## src/rtl/mem_arbiter_rr_pkg.sv

```systemverilog
// Shared types, limits and helpers for the N-channel cacheline memory arbiter.
package mem_arbiter_rr_pkg;

  localparam int ARB_MAX_CH = 8;

  typedef enum logic [1:0] {
    IDLE,
    ISSUE,
    RESP
  } arb_state_t;

  // Round-robin pointer successor: the channel after the winner, wrapping to 0.
  function automatic int unsigned next_ptr(input int unsigned idx, input int unsigned num_ch);
    return (idx == num_ch - 1) ? 0 : idx + 1;
  endfunction

endpackage

```

## src/rtl/mem_arbiter_rr_if.sv

```systemverilog
// Client-side and DFP-side bus bundle of the memory arbiter.
interface mem_arbiter_rr_if #(
  parameter int NUM_CH = 2,
  parameter int ADDR_W = 32,
  parameter int LINE_W = 256
);

  logic [NUM_CH*ADDR_W-1:0] ch_addr;
  logic [NUM_CH-1:0]        ch_read;
  logic [NUM_CH-1:0]        ch_write;
  logic [NUM_CH*LINE_W-1:0] ch_wdata;
  logic [LINE_W-1:0]        ch_rdata;
  logic [NUM_CH-1:0]        ch_resp;
  logic [ADDR_W-1:0]        dfp_addr;
  logic                     dfp_read;
  logic                     dfp_write;
  logic [LINE_W-1:0]        dfp_wdata;
  logic [LINE_W-1:0]        dfp_rdata;
  logic                     dfp_resp;

  // Arbiter view: owns the DFP request side and the client completion side.
  modport master (
    input  ch_addr, ch_read, ch_write, ch_wdata, dfp_rdata, dfp_resp,
    output ch_rdata, ch_resp, dfp_addr, dfp_read, dfp_write, dfp_wdata
  );

  modport slave (
    output ch_addr, ch_read, ch_write, ch_wdata, dfp_rdata, dfp_resp,
    input  ch_rdata, ch_resp, dfp_addr, dfp_read, dfp_write, dfp_wdata
  );

endinterface

```

## src/rtl/mem_arbiter_rr_rr_pick.sv

```systemverilog
// Combinational winner pick: rotate requests by the pointer, priority-encode, un-rotate.
module mem_arbiter_rr_rr_pick #(
  parameter int NUM_CH = 2
) (
  input  logic [NUM_CH-1:0]         req,
  input  logic [$clog2(NUM_CH)-1:0] ptr,
  input  logic                      mode,
  output logic                      valid,
  output logic [NUM_CH-1:0]         gnt,
  output logic [$clog2(NUM_CH)-1:0] idx
);

  localparam int IDX_W = $clog2(NUM_CH);

  logic [IDX_W-1:0]    base;
  logic [IDX_W-1:0]    rot_idx;
  logic [2*NUM_CH-1:0] req_dbl;
  logic [NUM_CH-1:0]   req_rot;
  logic [IDX_W:0]      sum;

  // NOTE: every variable gets a default before any branch, so no latch is inferred.
  always_comb begin
    base    = mode ? ptr : '0;
    req_dbl = {req, req};
    req_rot = req_dbl[base +: NUM_CH];
    valid   = |req;
    rot_idx = '0;
    for (int i = NUM_CH - 1; i >= 0; i--) begin
      if (req_rot[i]) rot_idx = IDX_W'(i);
    end
    sum = {1'b0, rot_idx} + {1'b0, base};
    if (sum >= (IDX_W+1)'(NUM_CH)) sum = sum - (IDX_W+1)'(NUM_CH);
    idx = sum[IDX_W-1:0];
    gnt = '0;
    if (valid) gnt[idx] = 1'b1;
  end

endmodule

```

## src/rtl/mem_arbiter_rr.sv

```systemverilog
// N-channel cacheline arbiter onto a single DFP port; one outstanding transaction,
// request captured at grant, registered read data and one-cycle completion pulse.
module mem_arbiter_rr
  import mem_arbiter_rr_pkg::*;
#(
  parameter int NUM_CH  = 2,
  parameter int ADDR_W  = 32,
  parameter int LINE_W  = 256,
  parameter bit RR_MODE = 1'b1
) (
  input  logic                      clk,
  input  logic                      rst,
  mem_arbiter_rr_if.master          bus,
  output logic                      busy,
  output logic [$clog2(NUM_CH)-1:0] gnt_id
);

  localparam int IDX_W = $clog2(NUM_CH);

  if (NUM_CH < 2 || NUM_CH > ARB_MAX_CH) begin : g_bad_num_ch
    $error("mem_arbiter_rr: NUM_CH must be in 2..ARB_MAX_CH");
  end

  arb_state_t        state_q, state_d;
  logic [IDX_W-1:0]  rr_ptr_q, rr_ptr_d;
  logic [IDX_W-1:0]  gnt_id_q, gnt_id_d;
  logic [ADDR_W-1:0] addr_q, addr_d;
  logic [LINE_W-1:0] wdata_q, wdata_d;
  logic [LINE_W-1:0] rdata_q, rdata_d;
  logic              is_write_q, is_write_d;

  logic [NUM_CH-1:0] req;
  logic [NUM_CH-1:0] pick_gnt;
  logic              pick_valid;
  logic [IDX_W-1:0]  pick_idx;
  logic [ADDR_W-1:0] pick_addr;
  logic [LINE_W-1:0] pick_wdata;

  assign req = bus.ch_read | bus.ch_write;

  mem_arbiter_rr_rr_pick #(.NUM_CH(NUM_CH)) u_pick (
    .req   (req),
    .ptr   (rr_ptr_q),
    .mode  (RR_MODE),
    .valid (pick_valid),
    .gnt   (pick_gnt),
    .idx   (pick_idx)
  );

  // One-hot AND-OR select of the winning channel's address and write line.
  always_comb begin
    pick_addr  = '0;
    pick_wdata = '0;
    for (int i = 0; i < NUM_CH; i++) begin
      if (pick_gnt[i]) begin
        pick_addr  = bus.ch_addr[i*ADDR_W +: ADDR_W];
        pick_wdata = bus.ch_wdata[i*LINE_W +: LINE_W];
      end
    end
  end

  always_comb begin
    state_d    = state_q;
    rr_ptr_d   = rr_ptr_q;
    gnt_id_d   = gnt_id_q;
    addr_d     = addr_q;
    wdata_d    = wdata_q;
    rdata_d    = rdata_q;
    is_write_d = is_write_q;
    unique case (state_q)
      IDLE: begin
        if (pick_valid) begin
          gnt_id_d   = pick_idx;
          addr_d     = pick_addr;
          wdata_d    = pick_wdata;
          // A channel raising both read and write is served as a write.
          is_write_d = |(pick_gnt & bus.ch_write);
          rr_ptr_d   = IDX_W'(next_ptr(32'(pick_idx), NUM_CH));
          state_d    = ISSUE;
        end
      end
      ISSUE: begin
        if (bus.dfp_resp) begin
          if (!is_write_q) rdata_d = bus.dfp_rdata;
          state_d = RESP;
        end
      end
      RESP:    state_d = IDLE;
      default: state_d = IDLE;
    endcase
  end

  // NOTE: capture registers are reset too, so dfp_* and ch_rdata read 0 out of reset rather than X.
  // NOTE: state updates use non-blocking assignments so every flop samples pre-edge values.
  always_ff @(posedge clk or negedge rst) begin
    if (!rst) begin
      state_q    <= IDLE;
      rr_ptr_q   <= '0;
      gnt_id_q   <= '0;
      addr_q     <= '0;
      wdata_q    <= '0;
      rdata_q    <= '0;
      is_write_q <= 1'b0;
    end else begin
      state_q    <= state_d;
      rr_ptr_q   <= rr_ptr_d;
      gnt_id_q   <= gnt_id_d;
      addr_q     <= addr_d;
      wdata_q    <= wdata_d;
      rdata_q    <= rdata_d;
      is_write_q <= is_write_d;
    end
  end

  always_comb begin
    bus.ch_resp = '0;
    if (state_q == RESP) bus.ch_resp[gnt_id_q] = 1'b1;
  end

  assign bus.ch_rdata  = rdata_q;
  assign bus.dfp_addr  = addr_q;
  assign bus.dfp_wdata = wdata_q;
  assign bus.dfp_read  = (state_q == ISSUE) && !is_write_q;
  assign bus.dfp_write = (state_q == ISSUE) && is_write_q;
  assign busy          = (state_q != IDLE);
  assign gnt_id        = gnt_id_q;

  always @(posedge clk) begin
    if (rst) begin
      assert (!(|(bus.ch_read & bus.ch_write)))
        else $warning("mem_arbiter_rr: read and write both high on one channel, served as write");
    end
  end

endmodule

```

## src/flat_wrapper.sv

```systemverilog
// flat-port wrapper written by rule: the top's interface ports become plain ports
module mem_arbiter_rr_flat import mem_arbiter_rr_pkg::*;
#(
  parameter int NUM_CH  = 2,
  parameter int ADDR_W  = 32,
  parameter int LINE_W  = 256,
  parameter bit RR_MODE = 1'b1
)
  (clk, rst, busy, gnt_id, bus_ch_addr, bus_ch_read, bus_ch_write, bus_ch_wdata, bus_dfp_rdata, bus_dfp_resp, bus_ch_rdata, bus_ch_resp, bus_dfp_addr, bus_dfp_read, bus_dfp_write, bus_dfp_wdata);
  mem_arbiter_rr_if #(.NUM_CH(NUM_CH), .ADDR_W(ADDR_W), .LINE_W(LINE_W)) bus_i ();
  input  logic clk;
  input  logic rst;
  output logic busy;
  output logic [$clog2(NUM_CH)-1:0] gnt_id;
  input wire logic [$bits(bus_i.ch_addr)-1:0] bus_ch_addr;
  input wire logic [$bits(bus_i.ch_read)-1:0] bus_ch_read;
  input wire logic [$bits(bus_i.ch_write)-1:0] bus_ch_write;
  input wire logic [$bits(bus_i.ch_wdata)-1:0] bus_ch_wdata;
  input wire logic [$bits(bus_i.dfp_rdata)-1:0] bus_dfp_rdata;
  input wire logic [$bits(bus_i.dfp_resp)-1:0] bus_dfp_resp;
  output wire logic [$bits(bus_i.ch_rdata)-1:0] bus_ch_rdata;
  output wire logic [$bits(bus_i.ch_resp)-1:0] bus_ch_resp;
  output wire logic [$bits(bus_i.dfp_addr)-1:0] bus_dfp_addr;
  output wire logic [$bits(bus_i.dfp_read)-1:0] bus_dfp_read;
  output wire logic [$bits(bus_i.dfp_write)-1:0] bus_dfp_write;
  output wire logic [$bits(bus_i.dfp_wdata)-1:0] bus_dfp_wdata;
  assign bus_i.ch_addr = bus_ch_addr;
  assign bus_i.ch_read = bus_ch_read;
  assign bus_i.ch_write = bus_ch_write;
  assign bus_i.ch_wdata = bus_ch_wdata;
  assign bus_i.dfp_rdata = bus_dfp_rdata;
  assign bus_i.dfp_resp = bus_dfp_resp;
  assign bus_ch_rdata = bus_i.ch_rdata;
  assign bus_ch_resp = bus_i.ch_resp;
  assign bus_dfp_addr = bus_i.dfp_addr;
  assign bus_dfp_read = bus_i.dfp_read;
  assign bus_dfp_write = bus_i.dfp_write;
  assign bus_dfp_wdata = bus_i.dfp_wdata;
  mem_arbiter_rr #(.NUM_CH(NUM_CH), .ADDR_W(ADDR_W), .LINE_W(LINE_W), .RR_MODE(RR_MODE)) u_core (.clk(clk), .rst(rst), .bus(bus_i), .busy(busy), .gnt_id(gnt_id));
endmodule
```

## config.mk

```make
export PLATFORM = sky130hd
export DESIGN_NAME = mem_arbiter_rr_flat
export DESIGN_NICKNAME = d
export VERILOG_FILES = /design/src/rtl/mem_arbiter_rr_pkg.sv /design/src/rtl/mem_arbiter_rr_if.sv /design/src/rtl/mem_arbiter_rr_rr_pick.sv /design/src/rtl/mem_arbiter_rr.sv /design/src/flat_wrapper.sv
export SDC_FILE = /design/constraint.sdc
export NUM_CORES = 1
export LEC_CHECK = 0
export ABC_AREA = 1
export BUFFER_PORTS_ARGS = -buffer_cell sky130_fd_sc_hd__buf_2
export CAP_MARGIN = 20
export CORE_AREA = 2 2 537 539
export DETAILED_ROUTE_END_ITERATION = 6
export DIE_AREA = 0 0 539 541
export SLEW_MARGIN = 10
export SYNTH_ARGS = -nofsm -noshare
export SYNTH_HDL_FRONTEND = slang
export SYNTH_HIERARCHICAL = 1
export SYNTH_SLANG_ARGS = --single-unit
```

## constraint.sdc

```tcl
create_clock -name clk -period 2 [get_ports clk]
set_input_delay 0.4 -clock clk [delete_from_list [all_inputs] [get_ports clk]]
set_output_delay 0.4 -clock clk [all_outputs]
set_load 0.01 [all_outputs]
```

# Word level (Yosys, flattened, before mapping)
# Index checks and enable logic that the tools add are counted.
dict set report totals {
  latch_bits 0
  regBits 549
  romBits 0
  out_inout_bits 550
  mem_count 0
  mem_bits_rw 0
}
dict set report op_classes {
  add_sub_neg 3
  n_div 0
  mul 0
  eq_ne 4
  bitwise_logic 3
  magnitude_cmp 5
  mux 17
  n_reduce_logical 12
  shifts 1
}
# cell n
set op_table {}
lappend op_table {{2-to-1 mux 256 bit} 2}
lappend op_table {{2-to-1 mux 32 bit} 2}
lappend op_table {{2-to-1 mux 2 bit} 4}
lappend op_table {{2-to-1 mux 1 bit} 6}
lappend op_table {{logical AND 1 bit} 4}
lappend op_table {{< comparator 1 x 2 -> 1 bit (second input constant)} 2}
lappend op_table {{one-hot mux 2 bit (2 select lines)} 1}
lappend op_table {{AND reduction 2 bit} 2}
lappend op_table {{OR reduction 2 bit} 2}
lappend op_table {{variable part select 4 x 2 -> 2 bit} 1}
lappend op_table {{AND reduction 3 bit} 1}
lappend op_table {{adder 1 x 1 -> 2 bit} 1}
lappend op_table {{AND 2 bit} 1}
lappend op_table {{demux 1 bit (select 1 bit)} 2}
lappend op_table {{equality test 2 x 1 -> 1 bit (second input constant)} 1}
lappend op_table {{equality test 2 bit (second input constant)} 1}
lappend op_table {{>= comparator 1 bit (second input constant)} 2}
lappend op_table {{>= comparator 2 bit (second input constant)} 1}
lappend op_table {{logical NOT 2 bit} 1}
lappend op_table {{inequality test 2 x 1 -> 1 bit (second input constant)} 1}
lappend op_table {{inequality test 2 bit (second input constant)} 1}
lappend op_table {{OR 2 bit} 1}
lappend op_table {{nonzero test 2 bit} 1}
lappend op_table {{adder 1 bit (second input constant)} 1}
lappend op_table {{other kinds (3)} 3}

# Logic depth before layout (Yosys ltp)
# Gate-level depths: netlist of the first run.
dict set report logic_depth {
  depth_word 14
  depth_mapped 10
}

# Cells and area by module
# Netlist of the first run, hierarchy kept.
# mod area_each_um2 n_inst cells_each
set by_module_without_submodules {}
lappend by_module_without_submodules {mem_arbiter_rr 25089.1 1 3320}
lappend by_module_without_submodules {mem_arbiter_rr_rr_pick 46.3 1 11}

# Worst setup path after synthesis of the first run
# OpenSTA, ideal clock, no wires.
dict set report synth_timing {
  path_kind {input to register}
  startpoint {in bus_ch_read[0]}
  endpoint {reg u_core.wdata_q[238], in the netlist u_core/bus.dfp_wdata[238]}
  setup_ps 65
  arrival_time_ps 1675
  stages 9
  slack_ps 261
  required_ps 1935
  path_buffers 3
  cell_sequence {or2_2 > a21oi_1 > buf_2 > buf_2 > buf_2 > nand2_1 > nand2_1 > nand2_1 > nand2_1}
}
dict set report synth_between {
  elab_cells_between_ends 18
  cone_classes {add/sub (2); order compare (3); shift (1); mux (8); bitwise (1); reduce/logical (3)}
}
# element line_no
set synth_lines {}
lappend synth_lines {{start, declared} flat_wrapper.sv:16} ;# input wire logic [$bits(bus_i.ch_read)-1:0] bus_ch_read;
lappend synth_lines {{OR 2 bit (*)} mem_arbiter_rr.sv:39} ;# assign req = bus.ch_read | bus.ch_write;
lappend synth_lines {{variable part select 4 x 2 -> 2 bit} mem_arbiter_rr_rr_pick.sv:25} ;# req_rot = req_dbl[base +: NUM_CH];
lappend synth_lines {{2-to-1 mux 1 bit (2 in a row)} mem_arbiter_rr_rr_pick.sv:29} ;# if (req_rot[i]) rot_idx = IDX_W'(i);
lappend synth_lines {{adder 1 x 1 -> 2 bit} mem_arbiter_rr_rr_pick.sv:31} ;# sum = {1'b0, rot_idx} + {1'b0, base};
lappend synth_lines {{>= comparator 2 bit / subtractor 1 bit (equally long branches)} mem_arbiter_rr_rr_pick.sv:32} ;# if (sum >= (IDX_W+1)'(NUM_CH)) sum = sum - (IDX_W+1)'(NUM_CH);
lappend synth_lines {{2-to-1 mux 1 bit} mem_arbiter_rr_rr_pick.sv:32}
lappend synth_lines {{< comparator 1 x 2 -> 1 bit (not written as such) / >= comparator 1 bit (equally long branches)} mem_arbiter_rr_rr_pick.sv:35} ;# if (valid) gnt[idx] = 1'b1;
lappend synth_lines {{logical AND 1 bit (not written as such)} mem_arbiter_rr_rr_pick.sv:35}
lappend synth_lines {{2-to-1 mux 1 bit (not written as such)} mem_arbiter_rr_rr_pick.sv:35}
lappend synth_lines {{demux 1 bit (select 1 bit)} mem_arbiter_rr_rr_pick.sv:35}
lappend synth_lines {{2-to-1 mux 2 bit (*)} mem_arbiter_rr_rr_pick.sv:35}
lappend synth_lines {{via u_core.pick_gnt[1]} mem_arbiter_rr.sv:33} ;# logic [NUM_CH-1:0] pick_gnt;
lappend synth_lines {{2-to-1 mux 256 bit (*)} mem_arbiter_rr.sv:55} ;# if (pick_gnt[i]) begin
lappend synth_lines {{end signal, assigned} mem_arbiter_rr.sv:109} ;# wdata_q <= wdata_d;
lappend synth_lines {{end, declared} mem_arbiter_rr.sv:28} ;# logic [LINE_W-1:0] wdata_q, wdata_d;
# The timed path passes the listed nets; every way through them passes the cells marked *.
# A chain may end at the register's enable or synchronous reset.

# Worst setup path in the final report of the first run
dict set report layout_timing {
  startpoint {reg u_core.state_q[0]}
  endpoint {out bus_dfp_read}
}
dict set report layout_between {
  elab_chain_len 2
}
# element line_no
set layout_lines {}
lappend layout_lines {{start, declared} mem_arbiter_rr.sv:24} ;# arb_state_t state_q, state_d;
lappend layout_lines {{start signal, assigned} mem_arbiter_rr.sv:105} ;# state_q <= state_d;
lappend layout_lines {{equality test 2 x 1 -> 1 bit} mem_arbiter_rr.sv:123} ;# assign bus.dfp_read = (state_q == ISSUE) && !is_write_q;
lappend layout_lines {{logical AND 1 bit} mem_arbiter_rr.sv:123}
lappend layout_lines {{end, declared} flat_wrapper.sv:24} ;# output wire logic [$bits(bus_i.dfp_read)-1:0] bus_dfp_read;
# Every way passes these cells.

==> results.md, run 1 <==
Clock network:
- At the later pin of the worst-skew pair, clock insertion delay measures 750 ps.
- The number of clock sinks is 549.
- After clock tree synthesis, the clock-pin slew on the worst setup and hold paths is 60 ps.
- Clock tree synthesis selected as its root buffer the cell clkbuf_16.
- The clock tree from TritonCTS is built.
- Counting the buffers created by CTS gives 76.
- The maximum root-to-sink buffer count is 4.
- The H-tree depth is 3.

Die:
- Once the floorplan was initialized, standard cells occupied 8.776% of the core.
- The total I/O pin count is 1389.
- In this run the vertical extent of the chip is 541 um.
- The die is 539 um wide.
- The placement row count is 197.
- The core region is 286400 sq um.
- The area of the die is 291600 sq um.

Drt:
- The number of vias per cell is 3.555.
- The antenna violation net count after detailed routing is 0.
- The via count is 33760.
- In the final routed layout, each cell accounts on average for 22.83 um.
- The total DRC errors in the routed layout is 0.
- For this block, the initial DRC count from the detailed router was 3595.
- The number of iterations in the first detailed-routing pass is 6.
- The detailed-route wire length is 216800 um.

Timing:
- For the pin with the worst max-slew slack, the measured transition is 515.6 ps.
- Setup repair after global routing could not meet its margin everywhere.
- The worst hold slack across all endpoints is 71.72 ps.
- The setup slack of the critical path after layout is -46.26 ps.
- The worst slew margin relative to its limit is 65.62%.
- On the final layout, the worst clock skew is 35.33 ps.
- Static timing analysis puts the maximum clock frequency at 488.7 MHz.
- The final hold violation count is 0.
- The count of endpoints failing setup in the final report is 3.
- The number of pins with negative max-slew slack in the final report is 0.
- The clock period minus final worst setup slack is 2046 ps.
- Of the available clock period, the critical path in the final layout requires 102.3%.

Power and ir drop:
- The share of total power in combinational logic is 49.8%.
- The switching power share of the total is 46.34%.
- The power density relative to cell area is 1336 nW/um^2.
- The clock group share of total power is 21.3%.
- The analysis attributes to cell leakage a power of 25.93 nW.
- The maximum vdd ir drop is 647.9 uV.
- The net switching component of the power is 0.03038 W.
- The fraction of power consumed by sequential logic is 28.9%.
- The internal cell power is 0.03519 W.

Global routing:
- The maximum number of pins on one net before global-route repair is 81.
- The overall global routing resource usage is 14.04%.
- The met3 track demand over resource in global routing is 8.080%.
- In the global route stage, met1 resource usage came out at 15.91%.
- The via count of the first global-routing pass is 33360.
- The initial antenna violation count is 165.
- The layer flagged by global routing as most heavily used is met2.
- The met2 demand-to-capacity share in global routing is 20.51%.
- The first global-routing pass estimated 281700 um of wire.
- The total grt overflow is 0.

Setup path:
- The required arrival time at the worst endpoint is 1600 ps.
- The critical path launch point type is a flip-flop.
- The most used cell along the critical path is nor2_4.
- The data arrival at the endpoint of the critical path is 1650 ps.
- The slowest stage of the critical path is the dfrtp_1 cell.
- The largest single stage delay on the critical path is 360 ps.
- STA classifies the critical path endpoint as a primary output.
- The critical path in this run is classified as reg2out.
- The peak fanout along the critical path is 4.
- Walking the worst path, the cells encountered are inv_2 > nor2_4 > inv_4 > nor2_4 > buf_8.
- The worst register-to-register path has a depth of 10.

Cells and area:
- The sequential cells in the finished layout cover a total of 13740 sq um.
- Fill cells in the final layout number 32030.
- The synthesis-to-finish area growth is 95.27%.
- The final design instance area without fill is 49080 sq um.
- The area of the multi-input gates is 10280 sq um.
- Leaving out filler cells and counting taps, the final layout contains 9497.
- The post-layout net count is 6429.
- The fraction of final layout cells with drive strength greater than 1 is 31.05%.

Logic synthesis:
- By area the synthesized netlist is led by dfrtp_1 (55%), nand2_1 (29%), nand3_1 (11%), buf_2 (3.7%), clkbuf_1 (0.76%).
- The share of synthesized area in the top cell type comes to 54.66%.
- Of the total synthesized cell area, the portion taken by full adders, half adders and majority gates is 0%.
- After synthesis, the largest family of logic cells by area is simple AND/OR/NAND/NOR gates.
- The share of cell area taken by muxes after synthesis is 0%.
- Of the synthesized area, sequential elements account for 54.66%.
- The biggest area contributor in the post-synthesis netlist is dfrtp_1.
- After synthesis the netlist holds a flip-flop and latch count of 549.
- The number of nets produced by synthesis is 4170.
- After Yosys synthesis, and, or, nand and nor cells account for 40.47% of the synthesized area.
- In this run the cell area of the synthesized design comes to 25140 sq um.
- The post-synthesis instance total is 3331.
- The synthesized netlist devotes 0.08960% of its cell area to compound gates.
- Yosys printed 6 warnings.
- Counting distinct cell types in the post-synthesis netlist gives 19.
- The xor-xnor portion of the synthesized cell area is 0%.
- Each instance of the synthesized netlist takes up on average 7.546 sq um.

Outcome:
- The checks that failed: negative setup slack.
- The run finished, with violations left.

Place:
- The number of placed instances, taps included, is 8463.
- The count of buffers inserted at the top-level ports is 1388.
- After legalization and detailed placement, the total HPWL measured 174700 um.
- The final RePlAce weighted congestion is 0.9764.
- In this run the cell area measured after placement is 37910 sq um.

Run:
- Across the run, the number of max-cap violations was 0.

Hold path:
- The type of the tightest min-delay check is in2reg.
- The worst hold path was traced through 5 stages.
==> kinds of logic after synthesis <==
logic type,after synthesis
AND/OR/NAND/NOR,2524
flip-flops,549
buffers and inverters,253
AO/OA/AOI/OAI,4
other,1
==> metrics by stage <==
stage | setup WS [ps] | TNS, ps | power, W | utilization (%)
finish | -46.26 | -94.36 | 0.06557 | 17.14
global route | -158.8 | -462.7 | 0.06998 | 17.11
CTS | -159.6 | -610.5 | 0.06583 | 16.97
detailed placement | -237.0 | -31650 | 0.04961 | 13.24
global placement | -250.1 | -24730 | 0.04949 | 13.24
floorplan | 260.6 | 0 | 0.03157 | -
==> metal layers <==
layer	up-vias	wire length (um)
met5	-	745
met4	112	13900
met3	619	31230
met2	2210	88900
met1	15770	82060
li1	15060	-
==> power by group through the flow <==
| stage | combinational (W) | sequential (W) | clock (W) |
|---|---|---|---|
| 6_report | 0.0326 | 0.0190 | 0.0140 |
| 5_1_grt | 0.0356 | 0.0195 | 0.0149 |
| 4_1_cts | 0.0324 | 0.0189 | 0.0145 |
| 3_5_place_dp | 0.0307 | 0.0190 | 0 |
| 3_3_place_gp | 0.0306 | 0.0189 | 0 |
| 2_1_floorplan | 0.0106 | 0.0210 | 0 |
==> state kept, by name, indices dropped and copies added, names as in the netlist <==
register and cells:
u_core/bus.dfp_wdata 256, u_core/gnt_id 1, u_core/rr_ptr_q 1, u_core/bus.dfp_addr 32, u_core/bus.ch_rdata 256, u_core/state_q 2, u_core/is_write_q 1
==> layout by cell type, fill, tap and decap left out, types with 4 or more instances in the layout <==
cell type	n
buf_12	51
diode_2	77
inv_1	4
clkbuf_16	80
buf_4	169
nand3_1	543
clkbuf_8	16
buf_6	5
clkbuf_1	8
inv_6	7
dlygate4sd3_1	810
bufinv_16	5
buf_2	1376
clkinvlp_4	4
dfrtp_1	547
nand2_1	1968
clkinv_2	7
==> cell type report <==
class                      count  share of cell area [%]
antenna                       77                  0.3926
clock buffer                 101                   4.436
clock inverter                26                  0.6169
inverter                      10                  0.1504
multi-input combinational   2529                   20.94
sequential                   549                   28.00
tap                         3781                   9.639
timing repair buffer        2423                   35.81
timing repair inverter         1                 0.02294
==> cell usage after synthesis <==
| library cell | instances |
|---|---|
| buf_2 | 184 |
| a21oi_1 | 1 |
| o21a_1 | 1 |
| inv_1 | 5 |
| and3_1 | 1 |
| nor2_1 | 4 |
| or2_2 | 2 |
| nor2_2 | 1 |
| nand3_2 | 1 |
| conb_1 | 1 |
| buf_4 | 5 |
| o21ai_0 | 2 |
| inv_2 | 5 |
| nor3_1 | 1 |
| nand2_1 | 1970 |
| clkbuf_1 | 51 |
| buf_1 | 3 |
| nand3_1 | 544 |
| dfrtp_1 | 549 |
==> worst paths after layout <==
| check | slack [ps] | to | from |
|---|---|---|---|
| setup / recovery | -50 | bus_dfp_read | u_core/state_q[0] |
| hold / removal | 70 | u_core/bus.dfp_wdata[37] | bus_ch_wdata[37] |
| setup reg to reg | 120 | u_core/bus.dfp_wdata[239] | u_core/rr_ptr_q |
| hold reg to reg | 460 | u_core/bus.ch_rdata[98] | u_core/bus.ch_rdata[98] |
| max in group asynchronous | 1060 | u_core/bus.dfp_wdata[209] | rst |
| min in group asynchronous | 150 | u_core/bus.ch_rdata[179] | rst |
==> critical path: cells and delay by family, from the launching register on <==
kind,cells,cell delay (ps)
flops,1,360
simple gates,2,250
buf+inv,3,260
==> timing repair <==
item,CTS,global route
setup buffers,4,11
pin swaps,2,2
setup endpoints to repair,11,134
cloned,0,4
resized for setup,20,19
hold buffers,812,0
hold endpoints to repair,739,0
(Power assumes the default switching activity.)
==> run 2, diff against run 1 <==
REMOVE_ABC_BUFFERS = 1   (was unset)
==> run 2 against run 1 <==
The flow finishes with violations (design-rule violations, negative setup slack). Routed wire length increased by 13%. Worst hold slack got worse by 5.3 ps. Sequential share of layout area decreased by 0.20 points. Critical path depth decreased by 1. Highest routed layer unchanged.
==> results.md, run 2 (synthesis gave the netlist of run 1 again) <==
Drt:
- The wire length on met3 came to 34900 um (was 31230 um).
- The total DRC errors in the routed layout is 2 (was 0).
- The iteration-0 DRC count of the detailed router came to 3563 (was 3595).
- The detailed-route wire length came to 244200 um (was 216800 um).
- The number of vias per cell is 3.598 (was 3.555).
- The uppermost layer routed was met5 (unchanged).
- The total length of routed met2 wires is 95470 um (was 88900 um).
- The via count is 34370 (was 33760).
- The detailed-route wire length per cell is 25.57 um (was 22.83 um).
- The number of iterations in the first detailed-routing pass is 7 (was 6).
- The routed length on met1 was 101700 um (was 82060 um).
- The antenna violation net count after detailed routing came to 0 (unchanged).

Setup path:
- The data arrival at the endpoint of the critical path is 1660 ps (was 1650 ps).
- The depth of the worst register-to-register path is 5 (was 10).
- The maximum single-stage delay on the critical path is 440 ps (was 360 ps).
- The critical path launch point type is a flip-flop (unchanged).
- Critical Path, Cell by Cell: nor2_4 > inv_4 > nor2_4 > buf_6 (was inv_2 > nor2_4 > inv_4 > nor2_4 > buf_8).
- The worst path buffer plus inverter count is 2 (was 3).
- The minimum setup slack among reg-to-reg paths is 120 ps (about the same).
- The critical register-to-register path endpoint is u_core/bus.ch_rdata[247] (was u_core/bus.dfp_wdata[239]).
- The required arrival time at the worst endpoint is 1600 ps (about the same).
- The category of the most critical setup path is reg2out (unchanged).
- The most used cell along the critical path is nor2_4 (unchanged).
- The critical path's slowest cell is dfrtp_2 (was dfrtp_1).
- The peak fanout along the critical path is 3 (was 4).
- The reg-to-reg startpoint is u_core/state_q[1] (was u_core/rr_ptr_q).
- The cell type group with the largest total delay on the critical path is flip-flops (unchanged).
- The type of element capturing the critical path is a primary output (unchanged).

Global routing:
- The via count of the first global-routing pass is 32440 (was 33360).
- The overall global routing resource usage is 15.78% (was 14.04%).
- The maximum number of pins on one net before global-route repair is 92 (was 81).
- The first-pass GRT wire length was 308300 um (was 281700 um).
- The initial antenna violation count is 301 (was 165).
- The total grt overflow was 0 (unchanged).

Power and ir drop:
- The internal cell power came to 0.03562 W (was 0.03519 W).
- The leakage dissipation came to 26.00 nW (was 25.93 nW).
- The power density relative to cell area is 1334 nW/um^2 (was 1336 nW/um^2).
- The post-route total power is 0.06597 W (was 0.06557 W).
- The share of total power in combinational logic came to 49.5% (was 49.8%).
- The switching power share of the total is 46.01% (was 46.34%).
- The clock group share of total power was 21.5% (was 21.3%).
- The fraction of power consumed by sequential logic is 29.0% (was 28.9%).
- The maximum vdd ir drop was 723.2 uV (was 647.9 uV).
- The net switching component of the power is 0.03035 W (was 0.03038 W).

Place:
- The final RePlAce weighted congestion is 0.9940 (was 0.9764).
- The cell area reported after detailed placement is 37920 sq um (was 37910 sq um).
- The detailed placer's ending HPWL is 201800 um (was 174700 um).
- The minimum setup slack after placement came to -243.0 ps (was -237.0 ps).
- The count of buffers inserted at the top-level ports is 1388 (unchanged).

Cells and area:
- The most common cell after layout, fill and taps aside is nand2_1 (unchanged).
- The fill cell instance count of the final layout is 32200 (was 32030).
- Commonest non-fill, non-tap cells in the layout: nand2_1 (1968), buf_2 (1371), dlygate4sd3_1 (802) (was nand2_1 (1968), buf_2 (1376), dlygate4sd3_1 (810)).
- The area of the multi-input gates is 10280 sq um (about the same).
- The sequential standard cell area was 13740 sq um (about the same).
- The post-layout net count is 6418 (was 6429).
- The fraction of final layout cells with drive strength greater than 1 was 30.94% (was 31.05%).
- The synthesis-to-finish area growth is 96.69% (was 95.27%).
- The core occupancy in the finished layout is 17.26% (was 17.14%).
- The final design instance area without fill came to 49440 sq um (was 49080 sq um).

Die:
- The area of the die is 291600 sq um (unchanged).
- The placement row count is 197 (unchanged).
- The effective utilization at floorplan is 8.776% (unchanged).
- The total I/O pin count came to 1389 (unchanged).
- The height of the die came to 541 um (unchanged).
- The die span in x was 539 um (unchanged).
- The area of the core region was 286400 sq um (unchanged).

Run:
- The max-cap violation count is 0 (unchanged).

Timing:
- Unrepaired setup endpoints after global routing: yes (unchanged).
- The clock period minus final worst setup slack is 2059 ps (was 2046 ps).
- The worst slew margin relative to its limit is 49.48% (was 65.62%).
- The worst hold slack across all endpoints is 66.39 ps (was 71.72 ps).
- The share of the clock period used by the worst path after layout is 103.0% (was 102.3%).
- The setup slack of the critical path after layout is -59.42 ps (was -46.26 ps).
- The final clock skew is 61.88 ps (was 35.33 ps).
- The worst-margin pin slew is 757.8 ps (was 515.6 ps).
- The number of pins with negative max-slew slack in the final report is 0 (unchanged).
- The maximum operating frequency was 485.6 MHz (was 488.7 MHz).
- The final hold violation count is 0 (unchanged).
- The count of endpoints failing setup in the final report is 4 (was 3).

Hold path:
- The critical hold path startpoint is bus_dfp_rdata[31] (was bus_ch_wdata[37]).
- The type of the tightest min-delay check is in2reg (unchanged).
- The worst hold path depth came to 3 (was 5).
- The worst hold endpoint is u_core/bus.ch_rdata[31] (was u_core/bus.dfp_wdata[37]).

Outcome:
- Result of the run: complete, but fails checks (unchanged).
- Failing checks: design-rule violations, negative setup slack (was negative setup slack).

Clock network:
- The number of clock sinks is 549 (unchanged).
- The root buffer selected by CTS is clkbuf_16 (unchanged).
- The H-tree depth is 3 (unchanged).
- The maximum root-to-sink buffer count came to 4 (unchanged).
- The total clock buffers created by CTS is 78 (was 76).
- The clock-pin transition on the worst setup and hold timing paths came to 60 ps (about the same).
- The clock tree from TritonCTS is built (unchanged).
- The source-to-sink clock delay at the later pin of the worst-skew pair came to 770 ps (was 750 ps).
==> run 2: changes by cell type in the layout (fill, tap and decap cells not counted), sizes merged <==
cell,before,now
buf,1607,1596
clkbuf,105,124
clkinv,11,8
clkinvlp,4,1
diode,77,138
dlygate4sd3,810,802
==> run 2: what timing repair did <==
item                                    in CTS  in global routing
hold endpoints to repair                   930                  0
setup buffers                                7                  6
gates cloned                                 0                 11
endpoints found under the setup margin      15                166
gates resized for setup                     32                 27
pin swaps                                    3                  3
hold buffers                               804                  0
==> run 2: power by group through the flow <==
stage / Combinational, W / Clock, W / Sequential [W]
after floorplan: 0.00809 / 0 / 0.0218
after CTS: 0.0323 / 0.0146 / 0.0190
final: 0.0327 / 0.0142 / 0.0191
after detailed placement: 0.0304 / 0 / 0.0190
after global routing: 0.0354 / 0.0149 / 0.0196
after global placement: 0.0301 / 0 / 0.0190
==> run 2: per-layer routing <==
metal  track usage (%)  vias to the layer above
met5                 0                        -
met4             5.704                      148
met3             9.471                      585
met2             22.06                     2393
met1             19.57                    16140
li1                  -                    15110
==> run 2: area by class of cell <==
class	instances	area share, %
diodes	138	0.6985
clock buffers	113	4.517
clock inverters	21	0.5669
inverters	10	0.1772
multi-input cells	2529	20.80
flip-flops and latches	549	27.80
well taps	3781	9.569
repair buffers	2411	35.87
==> run 2: tightest hold or removal path: cells and delay by family <==
family | cells | cell delay [ps]
simple gates | 2 | 280
buf+inv | 1 | 100
==> run 2: worst max-delay path by stage <==
stage	from	cells after the start	end	slack [ps]
2_1_floorplan	bus_ch_read[0]	7	u_core/bus.dfp_addr[0]	-18420
3_3_place_gp	bus_ch_read[0]	10	u_core/bus.dfp_wdata[177]	-230
3_5_place_dp	bus_ch_read[0]	10	u_core/bus.dfp_addr[10]	-240
4_1_cts	u_core/state_q[0]	5	bus_dfp_read	-160
5_1_grt	u_core/state_q[1]	4	bus_dfp_read	-170
6_report	u_core/state_q[1]	4	bus_dfp_write	-60
==> run 2: per-stage QoR <==
stage               instances  setup TNS, ps
floorplan                3088       -9392270
global placement         8454         -42640
detailed placement       8454         -47630
CTS                      9398         -661.7
global route             9453         -617.5
finish                   9552         -161.5
